### config.mk
export PLATFORM = sky130hd
export DESIGN_NAME = baccarat_datapath
export DESIGN_NICKNAME = d
export VERILOG_FILES = /design/src/rtl/baccarat_pkg.sv /design/src/rtl/baccarat_card7seg.sv /design/src/rtl/baccarat_datapath.sv
export SDC_FILE = /design/constraint.sdc
export NUM_CORES = 1
export LEC_CHECK = 0
export BUFFER_PORTS_ARGS = -buffer_cell sky130_fd_sc_hd__buf_2
export CAP_MARGIN = 20
export CORE_MARGIN = 1
export CORE_UTILIZATION = 55
export CTS_CLUSTER_SIZE = 25
export DETAILED_ROUTE_END_ITERATION = 8
export HOLD_SLACK_MARGIN = 0.06
export PLACE_DENSITY = 0.79
export SYNTH_ARGS = -nofsm -noshare
export SYNTH_HDL_FRONTEND = slang
export SYNTH_HIERARCHICAL = 1
export SYNTH_SLANG_ARGS = --single-unit
### constraint.sdc
create_clock -name fast_clock -period 9.7 [get_ports fast_clock]
set_input_delay 0.97 -clock fast_clock [delete_from_list [all_inputs] [get_ports fast_clock]]
set_output_delay 0.97 -clock fast_clock [all_outputs]
set_load 0.01 [all_outputs]
### src/rtl/baccarat_pkg.sv
// Shared card constants, seven-segment patterns and scoring helpers
// for the Baccarat card datapath.
package baccarat_pkg;

  typedef logic [3:0] card_t;

  localparam int    NUM_CARDS = 6;
  localparam card_t CARD_NONE = 4'd0;
  localparam card_t CARD_ACE  = 4'd1;
  localparam card_t CARD_KING = 4'd13;

  // Active-low segments, bit order {g,f,e,d,c,b,a}.
  localparam logic [6:0] SEG_BLANK = 7'b1111111;
  localparam logic [6:0] SEG_ACE   = 7'b0001000;
  localparam logic [6:0] SEG_TWO   = 7'b0100100;
  localparam logic [6:0] SEG_THREE = 7'b0110000;
  localparam logic [6:0] SEG_FOUR  = 7'b0011001;
  localparam logic [6:0] SEG_FIVE  = 7'b0010010;
  localparam logic [6:0] SEG_SIX   = 7'b0000010;
  localparam logic [6:0] SEG_SEVEN = 7'b1111000;
  localparam logic [6:0] SEG_EIGHT = 7'b0000000;
  localparam logic [6:0] SEG_NINE  = 7'b0010000;
  localparam logic [6:0] SEG_TEN   = 7'b1000000;
  localparam logic [6:0] SEG_JACK  = 7'b1100001;
  localparam logic [6:0] SEG_QUEEN = 7'b0011000;
  localparam logic [6:0] SEG_KING  = 7'b0001001;

  // Tens and face cards (and the empty slot) count as zero.
  function automatic card_t card_value(input card_t card);
    if (card >= CARD_ACE && card <= 4'd9)
      return card;
    return 4'd0;
  endfunction

  // Sum of three card values never exceeds 27, so two compares suffice.
  function automatic logic [3:0] score_mod10(input logic [4:0] sum);
    logic [4:0] r;
    if (sum >= 5'd20)
      r = sum - 5'd20;
    else if (sum >= 5'd10)
      r = sum - 5'd10;
    else
      r = sum;
    return r[3:0];
  endfunction

endpackage

### src/rtl/baccarat_card7seg.sv
// Seven-segment decoder for one card slot; 0 and 14..15 show blank.
module card7seg
  import baccarat_pkg::*;
(
  input  logic [3:0] card,
  output logic [6:0] seg
);

  always_comb begin
    seg = SEG_BLANK;
    case (card)
      4'd1:    seg = SEG_ACE;
      4'd2:    seg = SEG_TWO;
      4'd3:    seg = SEG_THREE;
      4'd4:    seg = SEG_FOUR;
      4'd5:    seg = SEG_FIVE;
      4'd6:    seg = SEG_SIX;
      4'd7:    seg = SEG_SEVEN;
      4'd8:    seg = SEG_EIGHT;
      4'd9:    seg = SEG_NINE;
      4'd10:   seg = SEG_TEN;
      4'd11:   seg = SEG_JACK;
      4'd12:   seg = SEG_QUEEN;
      4'd13:   seg = SEG_KING;
      default: seg = SEG_BLANK;
    endcase
  end

endmodule

### src/rtl/baccarat_datapath.sv
// Baccarat card datapath: free-running card counter, deal-button edge detect,
// six card registers, scores and HEX drivers. Define SLOW_SYNC_EN to add a
// 2-flop synchronizer on slow_clock and the load strobes.
module baccarat_datapath
  import baccarat_pkg::*;
(
  input  logic       fast_clock,
  input  logic       resetb,
  input  logic       slow_clock,
  input  logic       load_pcard1,
  input  logic       load_pcard2,
  input  logic       load_pcard3,
  input  logic       load_dcard1,
  input  logic       load_dcard2,
  input  logic       load_dcard3,
  output logic [3:0] pcard3_out,
  output logic [3:0] pscore_out,
  output logic [3:0] dscore_out,
  output logic [6:0] HEX0,
  output logic [6:0] HEX1,
  output logic [6:0] HEX2,
  output logic [6:0] HEX3,
  output logic [6:0] HEX4,
  output logic [6:0] HEX5
);

  // Slot order: 0..2 player cards 1..3, 3..5 dealer cards 1..3.
  logic [NUM_CARDS-1:0] load_raw;
  logic [NUM_CARDS-1:0] load_level;
  logic                 slow_level;
  logic                 slow_prev;
  logic                 load_event;
  card_t                card_count;
  card_t                cards [NUM_CARDS];
  logic [6:0]           hex [NUM_CARDS];
  logic [4:0]           psum;
  logic [4:0]           dsum;

  assign load_raw = {load_dcard3, load_dcard2, load_dcard1,
                     load_pcard3, load_pcard2, load_pcard1};

`ifdef SLOW_SYNC_EN
  // Button and strobes share one synchronizer so they stay aligned.
  logic [NUM_CARDS:0] sync_stage1;
  logic [NUM_CARDS:0] sync_stage2;

  always_ff @(posedge fast_clock or negedge resetb) begin
    if (!resetb) begin
      sync_stage1 <= '0;
      sync_stage2 <= '0;
    end else begin
      sync_stage1 <= {slow_clock, load_raw};
      sync_stage2 <= sync_stage1;
    end
  end

  assign slow_level = sync_stage2[NUM_CARDS];
  assign load_level = sync_stage2[NUM_CARDS-1:0];
`else
  assign slow_level = slow_clock;
  assign load_level = load_raw;
`endif

  assign load_event = slow_level & ~slow_prev;

  // Any out-of-range value falls back to ace so the counter self-recovers.
  always_ff @(posedge fast_clock or negedge resetb) begin
    if (!resetb) begin
      card_count <= CARD_ACE;
      slow_prev  <= 1'b0;
    end else begin
      slow_prev <= slow_level;
      if (card_count >= CARD_KING || card_count == CARD_NONE)
        card_count <= CARD_ACE;
      else
        card_count <= card_count + 4'd1;
    end
  end

  always_ff @(posedge fast_clock or negedge resetb) begin
    if (!resetb) begin
      for (int i = 0; i < NUM_CARDS; i++)
        cards[i] <= CARD_NONE;
    end else if (load_event) begin
      for (int i = 0; i < NUM_CARDS; i++)
        if (load_level[i])
          cards[i] <= card_count;
    end
  end

  assign psum = 5'(card_value(cards[0])) + 5'(card_value(cards[1])) + 5'(card_value(cards[2]));
  assign dsum = 5'(card_value(cards[3])) + 5'(card_value(cards[4])) + 5'(card_value(cards[5]));

  assign pscore_out = score_mod10(psum);
  assign dscore_out = score_mod10(dsum);
  assign pcard3_out = cards[2];

  generate
    for (genvar gi = 0; gi < NUM_CARDS; gi++) begin : g_seg
      card7seg u_card7seg (
        .card (cards[gi]),
        .seg  (hex[gi])
      );
    end
  endgenerate

  assign HEX0 = hex[0];
  assign HEX1 = hex[1];
  assign HEX2 = hex[2];
  assign HEX3 = hex[3];
  assign HEX4 = hex[4];
  assign HEX5 = hex[5];

endmodule

==> reports/metrics.cfg <==
[power_and_ir_drop]
p_switching_mw=0.3753
power_density_mw_per_mm2=201.4
swShare_pct=46.88
peakVddDrop_v=0.0001263
power.share.combinational_pct=65.2
power_mw=0.8004
sequentialPowerShare_pct=23.3
leakage_nw=1.967
intPower_mw=0.4252
clockPowerShare_pct=11.5

[cts]
cts.sinks=29
hold_buffers=0
cts_tree=yes
cts-root-buf=clkbuf_8
cts_resized=0
cts_made_buffers=5
cts_max_level=2
cts_setup_buffers=0
clock_latency_ns=0.28
clk_pin_slew_ns=0.06
clockBufferDepth=2

[critical_path]
r2r_slack_ns=8.10
worst_ep_arrival_time_ns=4.01
path_cells=o21ai_0 -> and2_1 -> fa_1 -> ha_1 -> fa_1 -> xor2_1 -> inv_1 -> ha_1 -> nor3b_1 -> or4_1 -> a211o_1 -> o211ai_2 -> buf_2
critPathLaunchType=flop
cp_max_fo=19
critPathKind=reg2out
crit_path_end_kind=output pin
required_ns=8.73
crit_path_max_incr_delay_ns=0.69
cp_slowest_cell=dfrtp_1

[synth]
synth_largest_area_cell=ha_1
syn_area_mm2=0.003628
synth.top_cells.by_area=ha_1, dfrtp_1, o21ai_0, fa_1, nand2_1
synth_edf_count=0
synth_cell_types=55
ys_ff_latch=29
yosys_warnings=6
postSynth.asyncResetShare_pct=100.0
synth_nets=492
yosys.cell_count.top_type=ha_1
seq_area_frac_synth_pct=20.03
syn_avg_cell_area_um2=8.722
synth.top_cell.area_share_pct=19.66
ys_top_cells_by_count=ha_1, nand2_1, o21ai_0, inv_1, dfrtp_1
synthFlopType=dfrtp_1
synthCells=416

[placement]
hpwl_mm=5.131
place_area_mm2=0.003891
routabilityCongestion=0.8059
port_buffers=62

[sta]
worst_pin_slew_ns=0.6164
hold_ws_ns=0.4753
max_freq_mhz=201.0
rsz0062_at_grt=false
setup_viol=0
max-slew-margin-rel_pct=58.91
fin_crit_ns=4.976
post-route-period-util_pct=51.30
hold_violations=0
finalClockSkew_ns=0.008494
finalMaxSlewViolations=0
fin_setup_tns_ns=0

[detailed_routing]
drtAntennaViolNets=0
drcViolationCount=0
routed_wl_mm=6.844
drt_first_pass_iters=5
drt_iter0_drc=124
viasPerCell=5.611
vias=3069
wl_per_cell_um=12.51

[finish]
n_antenna_cell=0
final_nets=545
area_growth_pct=9.517
fin_util_pct=62.58
final_area_mm2=0.003974
drive_above_1_share_pct=20.43

[min_path]
hp-class=reg2reg

[global_routing]
antenna_found_initial=0
grt_first_pass_wirelength_mm=11.92
grt_usage_pct=20.27
grt-ovfl-total=0
grt_max_degree=30
grt_pass1_vias=2715

[floorplan]
ios=63
fp.coreArea_mm2=0.006350
start_util_pct=57.14
die_h_um=83.23
num_rows=29
fp.dieW_um=83.23
dieArea_mm2=0.006926

[run]
max_cap_viol_count=0

[run_status]
status=completed

-- cells in the final DEF, fill, tap and decap left out, drive strengths merged, types with 2 or more instances in the layout --
cell / instances
buf: 62
ha: 57
nand2: 52
o21ai: 51
inv: 33
dfrtp: 28
a21oi: 19
mux2i: 16
nor2b: 14
nor2: 14
nand2b: 11
nor3b: 11
fa: 10
o31ai: 10
and2: 8
nand3: 7
mux2: 7
a31oi: 6
clkbuf: 6
and3: 5
a21o: 5
a221oi: 5
o211ai: 4
nor4: 3
or3: 3
a211o: 2
clkinv: 2
xor2: 2
or2: 2
a31o: 2
mux4: 2
-- worst max-delay path: cells and delay by family (launching register included) --
family / cells / cell delay (ns)
AOI/OAI and AO/OA: 3 / 0.54
buffers and inverters: 2 / 0.24
xor gates and xnor gates: 1 / 0.31
DFF: 1 / 0.69
adders and majority gates: 4 / 1.16
and+or+nand+nor: 3 / 0.78
-- kinds of logic after synthesis --
group | after synthesis | synth area share (%)
buffers and inverters | 49 | 7.586
adders and majority gates | 67 | 25.17
xor gates and xnor gates | 2 | 0.6898
DFF | 29 | 20.03
and+or+nand+nor | 134 | 19.31
AOI/OAI and AO/OA | 110 | 19.17
muxes | 25 | 8.034
-- worst paths after layout --
check | from | to | depth (start not counted)
setup / recovery | pcard3_out[3]$_DFFE_PN0P_ | pscore_out[1] | 13
hold / removal | card_count[0]$_DFF_PN1_ | card_count[0]$_DFF_PN1_ | 1
setup reg to reg | card_count[0]$_DFF_PN1_ | card_count[1]$_DFF_PN0_ | 6
hold reg to reg | card_count[0]$_DFF_PN1_ | card_count[0]$_DFF_PN1_ | 1
max in group asynchronous | resetb | cards[9]$_DFFE_PN0P_ | 1
min in group asynchronous | resetb | cards[21]$_DFFE_PN0P_ | 1
-- registers in the layout (all words and copies together) (netlist names) --
| register | flops |
|---|---|
| card_count | 4 |
| pcard3_out | 4 |
| slow_prev | 1 |
| cards | 20 |
-- metal layers --
layer	track usage (%)	vias up	share of wire, %
met1	28.08	1458	49
met3	3.380	7	2.6
met2	33.68	54	47
li1	-	1550	-
met4	3.605	0	0.80
met5	0	-	0
-- per-stage QoR --
stage / worst slack, ns / instances
4_1_cts: 4.722 / 547
5_1_grt: 4.460 / 547
3_3_place_gp: 5.119 / 539
2_1_floorplan: 5.541 / 416
6_report: 4.724 / 547
3_5_place_dp: 5.032 / 539
-- power groups by stage --
| stage | Combinational [mW] | Sequential, mW | Clock, mW |
|---|---|---|---|
| 6_report | 0.522 | 0.186 | 0.0922 |
| 5_1_grt | 0.584 | 0.193 | 0.100 |
| 4_1_cts | 0.523 | 0.187 | 0.0930 |
| 3_5_place_dp | 0.521 | 0.189 | 0 |
| 3_3_place_gp | 0.505 | 0.187 | 0 |
| 2_1_floorplan | 0.411 | 0.162 | 0 |
-- layout make-up --
cell class | count | area, um2
repair buffers | 62 | 310.3
multi-input cells | 338 | 2626
inverters | 33 | 131.4
clock inverters | 2 | 10.01
clock buffers | 6 | 72.57
flip-flops and latches | 29 | 726.9
well taps | 77 | 96.34
fillers | 547 | 2376
Power figures use the tool's default switching activity.
